<file path="config.mk">
export PLATFORM = sky130hd
export DESIGN_NAME = cordic_prerotate
export DESIGN_NICKNAME = d
export VERILOG_FILES = /design/src/rtl/cordic_prerotate.sv
export SDC_FILE = /design/constraint.sdc
export NUM_CORES = 1
export LEC_CHECK = 0
export BUFFER_PORTS_ARGS = -buffer_cell sky130_fd_sc_hd__buf_2
export CORE_MARGIN = 2
export CORE_UTILIZATION = 30
export DETAILED_ROUTE_END_ITERATION = 8
export PLACE_DENSITY = 0.47
export SYNTH_ARGS = -nofsm -noshare
export SYNTH_HDL_FRONTEND = slang
export SYNTH_SLANG_ARGS = --single-unit
</file>
<file path="constraint.sdc">
create_clock -name clk -period 4.1 [get_ports clk]
set_clock_uncertainty 0.15 [all_clocks]
set_input_delay 0.615 -clock clk [delete_from_list [all_inputs] [get_ports clk]]
set_output_delay 0.615 -clock clk [all_outputs]
set_load 0.05 [all_outputs]
</file>
<file path="src/rtl/cordic_prerotate.sv">
// -----------------------------------------------------------------------------
// cordic_prerotate
//
// Front end of the CORDIC chain. Owns the NCO (frequency register plus phase
// accumulator). Each valid I/Q sample is sign-extended with two guard bits and
// paired with its NCO phase. The pair is then rotated by 0 or +/-90 degrees so
// that the residual phase handed to cordic_stage 0 lies in [-90, +90) degrees.
//
// Pipeline
//   stage 1 : sign extension and phase truncation. Loaded only on in_valid.
//   stage 2 : quadrant pre-rotation. Registered every cycle.
//   Latency is 2 clocks and throughput is one sample per clock.
//
// Parameters
//   IN_WIDTH      input sample width, two's complement (default 14)
//   CORDIC_WIDTH  output I/Q width; must equal IN_WIDTH+2 (default 16)
//   ACC_WIDTH     phase accumulator / frequency word width (default 32)
//   PHASE_WIDTH   output phase width. ACC_WIDTH-PHASE_WIDTH must be in 1..16
//                 (default 16).
//
// Ports
//   clk        in   sample-domain clock
//   reset_n    in   asynchronous, active-low reset
//   Iin, Qin   in   input samples, IN_WIDTH each
//   in_valid   in   Iin/Qin valid this cycle; also advances the NCO
//   freq_in    in   phase increment per valid sample (full scale = 360 deg)
//   freq_load  in   one-cycle strobe that captures freq_in
//   phase_clr  in   one-cycle strobe that zeroes the accumulator
//   Iout, Qout out  pre-rotated samples, CORDIC_WIDTH each
//   PHout      out  residual phase, MSB-signed, full scale +/-180 deg
//   out_valid  out  Iout/Qout/PHout valid
//
// Build option
//   CORDIC_PREROTATE_DITHER_EN  When this macro is defined, the design adds
//     a 16-bit Fibonacci LFSR (taps 16,14,13,11; seed 16'hACE1). The LFSR
//     shifts once per valid sample. Its low ACC_WIDTH-PHASE_WIDTH bits are
//     added to the sample phase before truncation.
//     When the macro is undefined, the phase is truncated directly.
// -----------------------------------------------------------------------------
module cordic_prerotate #(
    parameter int IN_WIDTH     = 14,
    parameter int CORDIC_WIDTH = 16,
    parameter int ACC_WIDTH    = 32,
    parameter int PHASE_WIDTH  = 16
) (
    input  logic                    clk,
    input  logic                    reset_n,
    input  logic [IN_WIDTH-1:0]     Iin,
    input  logic [IN_WIDTH-1:0]     Qin,
    input  logic                    in_valid,
    input  logic [ACC_WIDTH-1:0]    freq_in,
    input  logic                    freq_load,
    input  logic                    phase_clr,
    output logic [CORDIC_WIDTH-1:0] Iout,
    output logic [CORDIC_WIDTH-1:0] Qout,
    output logic [PHASE_WIDTH-1:0]  PHout,
    output logic                    out_valid
);

    // Accumulator bits that fall below the output phase LSB.
    localparam int FRAC_W  = ACC_WIDTH - PHASE_WIDTH;
    localparam int GUARD_W = CORDIC_WIDTH - IN_WIDTH;

    // -------------------------------------------------------------------------
    // NCO: frequency register and phase accumulator
    // -------------------------------------------------------------------------
    logic [ACC_WIDTH-1:0] freq_q, freq_d;
    logic [ACC_WIDTH-1:0] acc_q,  acc_d;
    logic [ACC_WIDTH-1:0] sample_phase;

    // A freq_load takes effect at the clock edge. A sample in the same cycle
    // therefore still advances the accumulator with the old increment.
    assign freq_d = freq_load ? freq_in : freq_q;

    // phase_clr makes the same-cycle sample see phase 0. The accumulator
    // restarts one increment ahead of that sample.
    assign sample_phase = phase_clr ? '0 : acc_q;

    always_comb begin
        acc_d = acc_q;
        if (in_valid) begin
            acc_d = sample_phase + freq_q;    // silent modulo-2^ACC_WIDTH wrap
        end else if (phase_clr) begin
            acc_d = '0;
        end
    end

    // -------------------------------------------------------------------------
    // Optional phase dither ahead of truncation
    // -------------------------------------------------------------------------
    logic [ACC_WIDTH-1:0] dithered_phase;

`ifdef CORDIC_PREROTATE_DITHER_EN
    logic [15:0] lfsr_q, lfsr_d;
    logic        lfsr_fb;

    assign lfsr_fb = lfsr_q[15] ^ lfsr_q[13] ^ lfsr_q[12] ^ lfsr_q[10];

    // The LFSR is deliberately left alone by phase_clr so the dither sequence
    // stays decorrelated from phase restarts.
    assign lfsr_d  = in_valid ? {lfsr_q[14:0], lfsr_fb} : lfsr_q;

    always_ff @(posedge clk or negedge reset_n) begin
        if (!reset_n) begin
            lfsr_q <= 16'hACE1;
        end else begin
            lfsr_q <= lfsr_d;
        end
    end

    assign dithered_phase = sample_phase
                          + {{PHASE_WIDTH{1'b0}}, lfsr_q[FRAC_W-1:0]};
`else
    assign dithered_phase = sample_phase;
`endif

    logic [PHASE_WIDTH-1:0] ph;
    assign ph = dithered_phase[ACC_WIDTH-1 -: PHASE_WIDTH];

    // The fractional phase bits are intentionally discarded by truncation.
    logic unused_frac_bits;
    assign unused_frac_bits = ^dithered_phase[FRAC_W-1:0];

    // -------------------------------------------------------------------------
    // Stage 1: guard-bit sign extension and phase capture
    // -------------------------------------------------------------------------
    logic [CORDIC_WIDTH-1:0] i1_q, i1_d;
    logic [CORDIC_WIDTH-1:0] q1_q, q1_d;
    logic [PHASE_WIDTH-1:0]  ph1_q, ph1_d;
    logic                    v1_q;

    // The data registers only load on valid samples. Idle cycles keep the
    // last sample.
    always_comb begin
        i1_d  = i1_q;
        q1_d  = q1_q;
        ph1_d = ph1_q;
        if (in_valid) begin
            i1_d  = {{GUARD_W{Iin[IN_WIDTH-1]}}, Iin};
            q1_d  = {{GUARD_W{Qin[IN_WIDTH-1]}}, Qin};
            ph1_d = ph;
        end
    end

    // -------------------------------------------------------------------------
    // Stage 2: quadrant pre-rotation
    // -------------------------------------------------------------------------
    // The two phase MSBs select the quadrant. Quadrants 00 and 11 already lie
    // in [-90, +90) and pass through unchanged.
    // Quadrant 01 is rotated by +90 deg: (I,Q) -> (-Q, I), and 90 deg is
    //   removed from the phase.
    // Quadrant 10 is rotated by -90 deg: (I,Q) -> (Q, -I), and 90 deg is
    //   added to the phase.
    // Rewriting the top two phase bits performs that +/-90 deg phase shift.
    // Thanks to the guard bits, negating a sign-extended sample cannot
    // overflow.
    logic [CORDIC_WIDTH-1:0] iout_q, iout_d;
    logic [CORDIC_WIDTH-1:0] qout_q, qout_d;
    logic [PHASE_WIDTH-1:0]  phout_q, phout_d;
    logic                    out_valid_q;

    always_comb begin
        iout_d  = i1_q;
        qout_d  = q1_q;
        phout_d = ph1_q;
        case (ph1_q[PHASE_WIDTH-1 -: 2])
            2'b01: begin
                iout_d  = -q1_q;
                qout_d  = i1_q;
                phout_d = {2'b00, ph1_q[PHASE_WIDTH-3:0]};
            end
            2'b10: begin
                iout_d  = q1_q;
                qout_d  = -i1_q;
                phout_d = {2'b11, ph1_q[PHASE_WIDTH-3:0]};
            end
            default: begin
            end
        endcase
    end

    // -------------------------------------------------------------------------
    // State registers
    // -------------------------------------------------------------------------
    always_ff @(posedge clk or negedge reset_n) begin
        if (!reset_n) begin
            freq_q      <= '0;
            acc_q       <= '0;
            i1_q        <= '0;
            q1_q        <= '0;
            ph1_q       <= '0;
            v1_q        <= 1'b0;
            iout_q      <= '0;
            qout_q      <= '0;
            phout_q     <= '0;
            out_valid_q <= 1'b0;
        end else begin
            freq_q      <= freq_d;
            acc_q       <= acc_d;
            i1_q        <= i1_d;
            q1_q        <= q1_d;
            ph1_q       <= ph1_d;
            v1_q        <= in_valid;
            iout_q      <= iout_d;
            qout_q      <= qout_d;
            phout_q     <= phout_d;
            out_valid_q <= v1_q;
        end
    end

    assign Iout      = iout_q;
    assign Qout      = qout_q;
    assign PHout     = phout_q;
    assign out_valid = out_valid_q;

endmodule

</file>
==> impl_metrics.csv <==
group,metric,value,unit
worst_setup_path,crit_top_cell,"o211ai_1",
clock_network,clockBufferDepth,2,
final_layout,final_nets,948,
synthesis,synth_edf_count,0,
floorplan,die_h,169,um
synthesis,syn_nets,849,
power_and_ir_drop,power.total,5.82,mW
detailed_routing,ant_nets,0,
clock_network,clkLatencyLatePin,0.43,ns
clock_network,clock_sinks,158,
synthesis,ys_seq_elements,158,
synthesis,synth_warnings,0,
worst_setup_path,slowest_delay,0.44,ns
detailed_routing,vias,5883,
detailed_routing,wl_per_cell,16.7,um
sta,finalHoldViolCount,0,
clock_network,post_cts_resized,0,
synthesis,synthCells,748,
placed_design,place_congestion,0.826,
synthesis,async_reset_ff_share,100,%
power_and_ir_drop,ir_drop,0.000233,V
sta,finalCriticalPeriod,3.24,ns
global_route,grt_first_pass_wirelength,32700,um
worst_setup_path,cp_max_fo,5,
worst_setup_path,worstSetupStartpointType,"register",
clock_network,cts_hold_buffers,0,
placed_design,dp_hpwl,14300,um
detailed_routing,drt_wl_total,20100,um
floorplan,coreArea,26900,sq um
placed_design,place_area,9060,sq um
detailed_routing,viasPerCell,4.90,
global_route,antenna_found_initial,0,
sta,setup_viol_count_final,0,
sta,rsz0062_at_grt,"false",
synthesis,syn-cell-area,8170,sq um
worst_setup_path,cp_slowest_cell,"fa_1",
power_and_ir_drop,p_leak,4.42,nW
clock_network,cts_root_buffer,"clkbuf_16",
worst_setup_path,r2r_setup_slack,0.86,ns
clock_network,clk_pin_slew_worst_paths,0.08,ns
worst_setup_path,critPathRequiredTime,4.27,ns
clock_network,cts_tree,"yes",
global_route,grt_pass1_vias,5902,
floorplan,ios,114,
floorplan,die_area,28600,sq um
global_route,overflow,0,
worst_setup_path,r2r-end,"acc_q[30]",
sta,final_max_slew_viol_count,0,
floorplan,row_count,60,
global_route,grt_max_degree,84,
worst_setup_path,arrival,3.41,ns
detailed_routing,dr.pass1.iters,4,
clock_network,ctsHtreeMaxLevel,4,
flow_run,max-cap-violations,0,
floorplan,dieWidth,169,um
sta,timing_worst_slew_pin_value,1.18,ns
floorplan,start_util,30.4,%
worst_setup_path,r2r_cells,11,
worst_setup_path,crit_type,"register to register",
sta,fin_tns_setup,0,ns
power_and_ir_drop,powerDensity,603,nW/um^2
final_layout,syn_to_final_growth,18.2,%
sta,fmax,309,MHz
placed_design,port_buffers,113,
detailed_routing,drtIter0Drc,300,
synthesis,syn_area_per_cell,10.9,sq um
global_route,track_usage,14.6,%
final_layout,antenna_cells,0,
clock_network,cts_buffers,17,
sta,period_share,79.1,%
final_layout,fin_area,9650,sq um
final_layout,drive_gt1_share,29.7,%
worst_setup_path,cp-end-kind,"register",
min_path,hp-class,"input pin to asynchronous set/reset pin",
run_status,outcome,"complete, no violations",
sta,slew_headroom,21.5,%
clock_network,postCtsSetupBuffers,0,
detailed_routing,remaining_drc_errors,0,
synthesis,synthDistinctLibCells,60,
worst_setup_path,r2r_start,"acc_q[0]",
synthesis,synthFlopType,"dfrtp_1",
synthesis,synth-seq-area-share,48.4,%
worst_setup_path,worstPathCellList,"nor2b_1, ha_1, fa_1, a211oi_2, o211ai_1, nand3_1, o211ai_1, a211o_1, a31o_2, o211a_1, o311ai_1",
==> cell families after synthesis <==
| logic type | after synthesis | share of synthesized area [%] |
|---|---|---|
| AO/OA/AOI/OAI | 177 | 13.7 |
| XOR/XNOR | 40 | 4.29 |
| adder cells (fa/ha/maj) | 36 | 5.61 |
| buffers and inverters | 54 | 2.68 |
| flip-flops | 158 | 48.4 |
| multiplexers | 95 | 13.1 |
| AND/OR/NAND/NOR | 188 | 12.3 |
==> state kept, by name, summed over array words and instances, names as in the netlist <==
name and count:
acc_q 32, freq_q 32, Iout 16, PHout 16
Qout 16, ph1_q 16, i1_q 14, q1_q 14
out_valid 1, v1_q 1
==> synthesized netlist by cell type (all sizes together) (5+ instances only) <==
| master | count | area share (%) |
|---|---|---|
| a211oi | 5 | 0.52 |
| a21o | 17 | 1.6 |
| a21oi | 43 | 2.6 |
| a22oi | 17 | 1.6 |
| a32oi | 8 | 0.86 |
| and3 | 6 | 0.46 |
| buf | 9 | 0.58 |
| clkbuf | 32 | 1.5 |
| dfrtp | 158 | 48 |
| ha | 35 | 5.4 |
| inv | 13 | 0.60 |
| mux2 | 93 | 13 |
| nand2 | 61 | 2.8 |
| nand2b | 11 | 0.84 |
| nand3 | 8 | 0.49 |
| nand4 | 5 | 0.38 |
| nor2 | 19 | 0.87 |
| nor2b | 39 | 3.0 |
| nor3 | 5 | 0.31 |
| nor3b | 5 | 0.46 |
| nor4 | 6 | 0.46 |
| o21ai | 56 | 3.4 |
| o21bai | 5 | 0.46 |
| or3 | 8 | 0.74 |
| xnor2 | 25 | 2.7 |
| xor2 | 15 | 1.6 |
==> cell usage in the layout (no fill, tap or decap), types with 3 or more instances in the layout <==
cell type    n
nand2b_1    11
mux2_2      93
a22oi_1     17
a221oi_1     3
nand2_1     61
xor2_1      15
buf_4        9
xnor2_1     25
o21ai_0     54
nor4_1       6
nor3b_1      5
or3_1        6
clkinv_4     3
or2_2        3
buf_2      111
nand3_1      8
nor2_1      19
and3_1       6
o21bai_1     5
a32oi_1      8
ha_1        35
nor3_1       5
clkbuf_16   17
nand4_1      5
nor2b_1     39
inv_6        6
a211oi_1     4
o211ai_1     3
inv_1       13
a21o_1      17
nand3b_1     3
dfrtp_1    158
nand4b_1     3
a21oi_1     43
==> per-layer routing <==
metal	part of all wire [%]	global-route usage [%]	wire length, um
met1	48	19.7	9720
met2	47	24.1	9500
met3	3.2	3.04	644
met4	1.1	3.72	226
met5	0	0	0
==> report_power, final <==
part	total [mW]	internal, mW	leakage [nW]	switching [mW]
registers	2.08	1.92	1.94	0.161
clock network	1.64	0.926	0.285	0.714
logic	2.10	0.747	2.19	1.36
total	5.82	3.59	4.42	2.23
==> through the flow <==
stage                     util [%]  setup WS (ns)  instances  hold slack [ns]
after floorplan                  -          0.591        748            0.169
after global placement        33.7          0.541       1169            0.182
after detailed placement      33.7          0.505       1169            0.186
after CTS                     35.9          0.873       1200            0.112
after global routing          35.9          0.671       1200            0.142
final                         35.9          0.859       1200           0.0670
==> cell type report <==
class | instances | area, sq um
inverters | 13 | 48.8
repair buffers | 121 | 634
fillers | 2738 | 17200
clock inverters | 13 | 154
clock buffers | 18 | 439
flip-flops and latches | 158 | 3950
well taps | 341 | 427
multi-input cells | 536 | 4000
==> how the worst max path moves through the flow <==
stage / to / slack, ns / startpoint
after floorplan: acc_q[30] / 0.59 / phase_clr
after global placement: acc_q[28] / 0.54 / phase_clr
after detailed placement: acc_q[28] / 0.50 / phase_clr
after CTS: acc_q[30] / 0.87 / acc_q[0]
after global routing: acc_q[28] / 0.67 / acc_q[0]
final: acc_q[30] / 0.86 / acc_q[0]
==> worst max-delay path, delay by kind of cell (launching register included) <==
kind	cells	cell delay, ns
fa+ha+maj	2	0.65
compound gates	7	1.72
flops	1	0.36
simple gates	2	0.27
Power figures use the tool's default switching activity.
